===== config.mk =====
export PLATFORM = sky130hd
export DESIGN_NAME = conv_frame_sequencer_flat
export DESIGN_NICKNAME = d
export VERILOG_FILES = /design/src/rtl/conv_pkg.sv /design/src/rtl/conv_frame_sequencer_if.sv /design/src/rtl/seq_counter.sv /design/src/rtl/conv_frame_sequencer.sv /design/src/flat_wrapper.sv
export SDC_FILE = /design/constraint.sdc
export NUM_CORES = 1
export LEC_CHECK = 0
export CORE_AREA = 2 2 105 107
export DETAILED_ROUTE_END_ITERATION = 12
export DIE_AREA = 0 0 107 109
export GPL_ROUTABILITY_DRIVEN = 0
export GPL_TIMING_DRIVEN = 0
export HOLD_SLACK_MARGIN = 0.03
export PLACE_DENSITY_LB_ADDON = 0.05
export SLEW_MARGIN = 5
export SYNTH_ARGS = -nofsm -noshare
export SYNTH_HDL_FRONTEND = slang
export SYNTH_HIERARCHICAL = 1
export SYNTH_SLANG_ARGS = --single-unit

===== constraint.sdc =====
create_clock -name clk -period 3.8 [get_ports clk]
set_clock_uncertainty 0.15 [all_clocks]
set_input_delay 0.57 -clock clk [delete_from_list [all_inputs] [get_ports clk]]
set_output_delay 0.57 -clock clk [all_outputs]
set_load 0.02 [all_outputs]

===== src/rtl/conv_pkg.sv =====
// Shared types and constants for the convolution frame sequencer.
package conv_pkg;

    localparam int unsigned PIX_W = 8;
    localparam int unsigned RES_W = 16;

    typedef enum logic [1:0] {
        IDLE,
        FEED,
        DRAIN,
        DONE
    } seq_state_e;

    // Number of valid 3x3 convolution results for a W x H frame.
    function automatic int unsigned calc_n_out(input int unsigned w, input int unsigned h);
        return (w - 2) * (h - 2);
    endfunction

endpackage


===== src/rtl/conv_frame_sequencer_if.sv =====
// Stream signals between the frame reader, the sequencer and the convolution pipeline.
interface conv_frame_sequencer_if;
    import conv_pkg::*;

    logic             s_valid;
    logic [PIX_W-1:0] s_data;
    logic             s_ready;
    logic             pipe_valid;
    logic [PIX_W-1:0] pipe_data;
    logic             pipe_idle;
    logic             conv_done;
    logic [RES_W-1:0] conv_data;
    logic             m_valid;
    logic [RES_W-1:0] m_data;

    // Sequencer side.
    modport master (
        input  s_valid, s_data, pipe_idle, conv_done, conv_data,
        output s_ready, pipe_valid, pipe_data, m_valid, m_data
    );

    // Environment side: upstream source, pipeline and result sink.
    modport slave (
        output s_valid, s_data, pipe_idle, conv_done, conv_data,
        input  s_ready, pipe_valid, pipe_data, m_valid, m_data
    );

endinterface


===== src/rtl/seq_counter.sv =====
// Up-counter with synchronous clear and a look-ahead terminal compare:
// o_hit is high in the cycle whose increment brings the count to TERM.
module seq_counter #(
    parameter int unsigned WIDTH = 8,
    parameter int unsigned TERM  = 255
) (
    input  logic             clk,
    input  logic             rst_n,
    input  logic             i_clr,
    input  logic             i_inc,
    output logic [WIDTH-1:0] o_cnt,
    output logic             o_hit
);

    localparam logic [WIDTH-1:0] TermM1 = WIDTH'(TERM - 1);

    logic [WIDTH-1:0] r_cnt;

    // Count register; clear has priority over increment.
    always_ff @(posedge clk or negedge rst_n) begin
        if (!rst_n) begin
            r_cnt <= '0;
        end else if (i_clr) begin
            r_cnt <= '0;
        end else if (i_inc) begin
            r_cnt <= r_cnt + 1'b1;
        end
    end

    assign o_cnt = r_cnt;
    assign o_hit = i_inc & ~i_clr & (r_cnt == TermM1);

endmodule


===== src/rtl/conv_frame_sequencer.sv =====
// Frame-level controller: paces one frame of pixels into the convolution
// pipeline, counts results and flags completion, timeout and overrun.
module conv_frame_sequencer
    import conv_pkg::*;
#(
    parameter int unsigned IMG_W   = 640,
    parameter int unsigned IMG_H   = 480,
    parameter int unsigned TIMEOUT = 4096
) (
    input  logic                   clk,
    input  logic                   rst_n,
    input  logic                   i_start,
    conv_frame_sequencer_if.master bus,
    output logic                   o_busy,
    output logic                   o_frame_done,
    output logic                   o_err_timeout,
    output logic                   o_err_overrun
);

    localparam int unsigned N_IN  = IMG_W * IMG_H;
    localparam int unsigned N_OUT = calc_n_out(IMG_W, IMG_H);
    localparam int unsigned IN_W  = $clog2(N_IN + 1);
    localparam int unsigned OUT_W = $clog2(N_OUT + 1);
    localparam int unsigned TMO_W = $clog2(TIMEOUT + 1);

    seq_state_e       r_state;
    seq_state_e       w_state_next;
    logic             r_start_pend;
    logic             r_err_timeout;
    logic             r_err_overrun;
    logic             r_pipe_valid;
    logic [PIX_W-1:0] r_pipe_data;
    logic             r_m_valid;
    logic [RES_W-1:0] r_m_data;

    logic             w_s_ready;
    logic             w_accept;
    logic             w_frame_start;
    logic             w_active;
    logic             w_in_inc;
    logic             w_in_hit;
    logic [IN_W-1:0]  w_in_cnt;
    logic             w_out_inc;
    logic             w_out_hit;
    logic             w_out_full;
    logic [OUT_W-1:0] w_out_cnt;
    logic             w_tmo_clr;
    logic             w_tmo_inc;
    logic             w_tmo_hit;
    logic [TMO_W-1:0] w_tmo_cnt;
    logic             w_overrun;
    logic             w_tmo_set;

    assign w_s_ready     = (r_state == FEED);
    assign w_accept      = bus.s_valid & w_s_ready;
    assign w_frame_start = (r_state == IDLE) & r_start_pend & bus.pipe_idle;
    assign w_active      = (r_state == FEED) | (r_state == DRAIN);

    // Saturation guards keep the counters bounded even if the FSM were to misbehave.
    assign w_in_inc   = w_accept & (w_in_cnt != IN_W'(N_IN));
    assign w_out_full = (w_out_cnt == OUT_W'(N_OUT));
    assign w_out_inc  = w_active & bus.conv_done & ~w_out_full;
    assign w_overrun  = bus.conv_done & ~w_out_inc;
    assign w_tmo_clr  = w_frame_start | bus.conv_done;
    assign w_tmo_inc  = (r_state == DRAIN) & (w_tmo_cnt != TMO_W'(TIMEOUT));

    seq_counter #(
        .WIDTH (IN_W),
        .TERM  (N_IN)
    ) u_in_cnt (
        .clk   (clk),
        .rst_n (rst_n),
        .i_clr (w_frame_start),
        .i_inc (w_in_inc),
        .o_cnt (w_in_cnt),
        .o_hit (w_in_hit)
    );

    seq_counter #(
        .WIDTH (OUT_W),
        .TERM  (N_OUT)
    ) u_out_cnt (
        .clk   (clk),
        .rst_n (rst_n),
        .i_clr (w_frame_start),
        .i_inc (w_out_inc),
        .o_cnt (w_out_cnt),
        .o_hit (w_out_hit)
    );

    seq_counter #(
        .WIDTH (TMO_W),
        .TERM  (TIMEOUT)
    ) u_tmo_cnt (
        .clk   (clk),
        .rst_n (rst_n),
        .i_clr (w_tmo_clr),
        .i_inc (w_tmo_inc),
        .o_cnt (w_tmo_cnt),
        .o_hit (w_tmo_hit)
    );

    // Next-state logic; transitions use look-ahead hits so DONE lands one cycle after the event.
    always_comb begin
        w_state_next = r_state;
        w_tmo_set    = 1'b0;
        unique case (r_state)
            IDLE: begin
                if (w_frame_start) begin
                    w_state_next = FEED;
                end
            end
            FEED: begin
                if (w_in_hit) begin
                    w_state_next = DRAIN;
                end
            end
            DRAIN: begin
                if (w_out_full || w_out_hit) begin
                    w_state_next = DONE;
                end else if (w_tmo_hit) begin
                    w_state_next = DONE;
                    w_tmo_set    = 1'b1;
                end
            end
            DONE: begin
                w_state_next = IDLE;
            end
            default: begin
                w_state_next = IDLE;
            end
        endcase
    end

    // State register.
    always_ff @(posedge clk or negedge rst_n) begin
        if (!rst_n) begin
            r_state <= IDLE;
        end else begin
            r_state <= w_state_next;
        end
    end

    // Pending start; only captured while idle, consumed on frame start.
    always_ff @(posedge clk or negedge rst_n) begin
        if (!rst_n) begin
            r_start_pend <= 1'b0;
        end else if (w_frame_start) begin
            r_start_pend <= 1'b0;
        end else if (i_start && (r_state == IDLE)) begin
            r_start_pend <= 1'b1;
        end
    end

    // Sticky error flags, cleared when a new frame starts.
    always_ff @(posedge clk or negedge rst_n) begin
        if (!rst_n) begin
            r_err_timeout <= 1'b0;
            r_err_overrun <= 1'b0;
        end else if (w_frame_start) begin
            r_err_timeout <= 1'b0;
            r_err_overrun <= 1'b0;
        end else begin
            if (w_tmo_set) begin
                r_err_timeout <= 1'b1;
            end
            if (w_overrun) begin
                r_err_overrun <= 1'b1;
            end
        end
    end

    // Registered pixel and result paths; data holds between strobes.
    always_ff @(posedge clk or negedge rst_n) begin
        if (!rst_n) begin
            r_pipe_valid <= 1'b0;
            r_pipe_data  <= '0;
            r_m_valid    <= 1'b0;
            r_m_data     <= '0;
        end else begin
            r_pipe_valid <= w_accept;
            if (w_accept) begin
                r_pipe_data <= bus.s_data;
            end
            r_m_valid <= bus.conv_done;
            if (bus.conv_done) begin
                r_m_data <= bus.conv_data;
            end
        end
    end

    assign bus.s_ready    = w_s_ready;
    assign bus.pipe_valid = r_pipe_valid;
    assign bus.pipe_data  = r_pipe_data;
    assign bus.m_valid    = r_m_valid;
    assign bus.m_data     = r_m_data;

    assign o_busy        = (r_state != IDLE);
    assign o_frame_done  = (r_state == DONE);
    assign o_err_timeout = r_err_timeout;
    assign o_err_overrun = r_err_overrun;

endmodule


===== src/flat_wrapper.sv =====
// flat-port wrapper written by rule: the top's interface ports become plain ports
module conv_frame_sequencer_flat import conv_pkg::*;
#(
    parameter int unsigned IMG_W   = 640,
    parameter int unsigned IMG_H   = 480,
    parameter int unsigned TIMEOUT = 4096
)
  (clk, rst_n, i_start, o_busy, o_frame_done, o_err_timeout, o_err_overrun, bus_s_valid, bus_s_data, bus_pipe_idle, bus_conv_done, bus_conv_data, bus_s_ready, bus_pipe_valid, bus_pipe_data, bus_m_valid, bus_m_data);
  conv_frame_sequencer_if bus_i ();
  input  logic clk;
  input  logic rst_n;
  input  logic i_start;
  output logic o_busy;
  output logic o_frame_done;
  output logic o_err_timeout;
  output logic o_err_overrun;
  input wire logic [$bits(bus_i.s_valid)-1:0] bus_s_valid;
  input wire logic [$bits(bus_i.s_data)-1:0] bus_s_data;
  input wire logic [$bits(bus_i.pipe_idle)-1:0] bus_pipe_idle;
  input wire logic [$bits(bus_i.conv_done)-1:0] bus_conv_done;
  input wire logic [$bits(bus_i.conv_data)-1:0] bus_conv_data;
  output wire logic [$bits(bus_i.s_ready)-1:0] bus_s_ready;
  output wire logic [$bits(bus_i.pipe_valid)-1:0] bus_pipe_valid;
  output wire logic [$bits(bus_i.pipe_data)-1:0] bus_pipe_data;
  output wire logic [$bits(bus_i.m_valid)-1:0] bus_m_valid;
  output wire logic [$bits(bus_i.m_data)-1:0] bus_m_data;
  assign bus_i.s_valid = bus_s_valid;
  assign bus_i.s_data = bus_s_data;
  assign bus_i.pipe_idle = bus_pipe_idle;
  assign bus_i.conv_done = bus_conv_done;
  assign bus_i.conv_data = bus_conv_data;
  assign bus_s_ready = bus_i.s_ready;
  assign bus_pipe_valid = bus_i.pipe_valid;
  assign bus_pipe_data = bus_i.pipe_data;
  assign bus_m_valid = bus_i.m_valid;
  assign bus_m_data = bus_i.m_data;
  conv_frame_sequencer #(.IMG_W(IMG_W), .IMG_H(IMG_H), .TIMEOUT(TIMEOUT)) u_core (.clk(clk), .rst_n(rst_n), .i_start(i_start), .bus(bus_i), .o_busy(o_busy), .o_frame_done(o_frame_done), .o_err_timeout(o_err_timeout), .o_err_overrun(o_err_overrun));
endmodule

==> flow_summary_export.csv <==
group,metric,value,unit
synth,synth.distinct_cells,48,
clock_tree,path_clk_slew,0.09,ns
finish,syn_to_final_growth,24.7,%
floorplanning,initial_core_util,0.387,
setup_path,crit_fanout,10,
clock_tree,clk_latency,0.37,ns
drt,first_iter_violations,106,
setup_path,rrSetupSlack,0.34,ns
sta,rsz0062_at_grt,"no",
floorplanning,dieArea,11700,µm²
floorplanning,pin_count,61,
drt,viasPerCell,5.32,
synth,ys_seq_elements,82,
power_and_ir_drop,p_comb_frac,0.320,
clock_tree,cts_tree,"yes",
setup_path,r2r_cells,11,
sta,final-setup-viol-count,0,
sta,final_hold_viol_count,0,
clock_tree,hold_buffers,0,
synth,netlist_instances,380,
floorplanning,coreArea,10600,µm²
sta,hold_slack,0.0320,ns
clock_tree,cts_htree_levels,3,
synth,syn_area,4100,µm²
setup_path,worstSetupPathType,"reg2reg",
sta,slew_viol_final,0,
synth,synthArstFlopShare,1.00,
power_and_ir_drop,p_sw_frac,0.329,
setup_path,required,3.91,ns
flow_run,maxCapViolations,0,
finish,layout_common_cells,"dfrtp_1, clkdlybuf4s50_1, nor2_1",
grt,grt_pass1_wl,15600,µm
power_and_ir_drop,total_leakage_power,0.00213,µW
grt,grt_start_max_net_pins,43,
clock_tree,clock-sinks,82,
drt,vias,3176,
synth,seq_area_frac_synth,0.500,
drt,wl,9090,µm
grt,grt_pass1_vias,3107,
clock_tree,cts_resized,0,
drt,remaining_drc_errors,0,
hold_path,hold_path_class,"in2async",
setup_path,cp-end-kind,"flip-flop",
power_and_ir_drop,p_per_area,508,nW/µm²
finish,multi_input_area,1950,µm²
status,status,"complete, no violations",
sta,period_needed,3.46,ns
finish,final_util,0.483,
grt,grt_overflow,0,
finish,layout-drive-gt1-share,0.151,
power_and_ir_drop,power,2600,µW
finish,layout_commonest_cell,"dfrtp_1",
drt,ant_nets,0,
power_and_ir_drop,switchingPower,856,µW
floorplanning,die_x,107,µm
setup_path,start_kind,"flip-flop",
synth,postSynthAreaPerCell,10.8,µm²
sta,relSlewSlack,0.522,
setup_path,arrival,3.57,ns
clock_tree,postCtsSetupBuffers,0,
sta,finalCritPeriodShare,0.910,
power_and_ir_drop,seq_power_share,0.424,
clock_tree,cts-root-buf,"clkbuf_8",
drt,drtPass1Iterations,4,
clock_tree,cts_buffer_depth,2,
setup_path,r2r-start,"u_core/r_state[1]",
drt,wl_per_cell,15.2,µm
floorplanning,core.rowCount,38,
synth,syn-num-nets,420,
sta,worstMarginPinSlew,0.710,ns
finish,seqCellArea,2050,µm²
setup_path,rr_endpoint,"u_core/r_state[1]",
finish,fillCellCount,990,
grt,antenna_found_initial,0,
floorplanning,die_y,109,µm
setup_path,critPathCapture,"u_core/r_state[1]",
power_and_ir_drop,peakVddDrop,0.000252,V
synth,synth-warning-count,6,
power_and_ir_drop,internal_power,1740,µW
finish,num_antenna_cells,0,
sta,clock.fmax,289,MHz
clock_tree,cts_inserted_buffers,9,
setup_path,startpoint,"u_core/r_state[1]",
grt,track_usage,0.173,
synth,ys.flop_type,"dfrtp_1",
finish,fin_nets,492,
placed_design,port_buffers,60,
synth,synth-edff-count,0,
power_and_ir_drop,clock_power_share,0.256,
placed_design,dp_hpwl,6530,µm
==> per-stage QoR <==
step / setup slack (ns) / instances / cell area, µm² / setup TNS (ns)
2_1_floorplan: 0.716 / 380 / 4100 / 0
5_1_grt: 0.0608 / 597 / 5120 / 0
6_report: 0.341 / 597 / 5120 / 0
3_3_place_gp: -1.21 / 580 / 4880 / -99.12
3_5_place_dp: -0.0631 / 581 / 4900 / -0.0631
4_1_cts: 0.171 / 597 / 5110 / 0
==> registers in the layout (all words and copies together), names as in the netlist, 2 cells and up <==
| name | cells |
|---|---|
| u_core/u_in_cnt/o_cnt | 19 |
| u_core/bus.pipe_data | 8 |
| u_core/bus.m_data | 16 |
| u_core/u_tmo_cnt/o_cnt | 13 |
| u_core/u_out_cnt/o_cnt | 19 |
| u_core/r_state | 2 |
==> worst max-delay path: stages, from the launching register on <==
cell and delay, ns:
dfrtp_1 0.42, inv_1 0.11, ha_1 0.23, nand2_1 0.34, a31oi_2 0.45, and3_1 0.25
buf_2 0.22, nand3_1 0.11, nor4bb_1 0.32, o21ai_0 0.22, a31oi_4 0.21, mux2_4 0.31
==> kinds of logic after synthesis <==
kind of cell,share of synthesized area
xor+xnor,0.0576
mux,0.0823
buf+inv,0.0265
compound gates,0.0698
simple gates,0.233
flops,0.500
fa+ha+maj,0.0305
==> metal layers <==
metal	track usage	wire length, µm
met1	0.235	4220
met2	0.254	4130
met3	0.0454	493
met4	0.0928	247
met5	0	0
==> worst min path at each step <==
stage,start,end,depth (start not counted)
6_report,rst_n,u_core/u_tmo_cnt/o_cnt[3],1
5_1_grt,rst_n,u_core/u_tmo_cnt/o_cnt[6],1
4_1_cts,rst_n,u_core/u_tmo_cnt/o_cnt[3],1
3_5_place_dp,u_core/o_err_overrun,u_core/o_err_overrun,1
3_3_place_gp,u_core/o_err_overrun,u_core/o_err_overrun,1
2_1_floorplan,rst_n,u_core/bus.m_data[0],0
==> power groups by stage <==
stage | sequential (µW) | combinational (µW) | clock, µW
after floorplan | 1190 | 435 | 0
after global placement | 1110 | 833 | 0
after detailed placement | 1120 | 843 | 0
after CTS | 1100 | 845 | 692
after global routing | 1120 | 918 | 729
final | 1100 | 832 | 667
==> synthesized netlist by cell type, drive strengths merged, types with 2 or more instances <==
master | count | area share
inv | 11 | 0.010
buf | 8 | 0.013
a21oi | 19 | 0.023
nor2 | 41 | 0.038
mux2 | 27 | 0.075
mux2i | 3 | 0.0073
o31ai | 7 | 0.013
and4 | 3 | 0.0070
nor4 | 8 | 0.012
or3 | 11 | 0.019
ha | 10 | 0.030
or4 | 9 | 0.016
nor4bb | 3 | 0.0073
xnor2 | 9 | 0.019
xor2 | 18 | 0.038
dfrtp | 82 | 0.50
nand2 | 21 | 0.019
and3 | 6 | 0.010
nor4b | 5 | 0.012
clkbuf | 4 | 0.0037
a41oi | 2 | 0.0043
and4b | 2 | 0.0049
nand3 | 14 | 0.020
o21ai | 12 | 0.015
nand4 | 24 | 0.046
a31oi | 2 | 0.0067
nand2b | 2 | 0.0030
nor3 | 8 | 0.0098
nor2b | 3 | 0.0046
==> final cells by class <==
type,instances,area share
well taps,140,0.0342
clock inverters,3,0.00905
clock buffers,13,0.0311
plain buffers,12,0.0132
inverters,11,0.00807
repair buffers,61,0.122
multi-input cells,275,0.381
flip-flops and latches,82,0.401
Power figures use the tool's default switching activity.
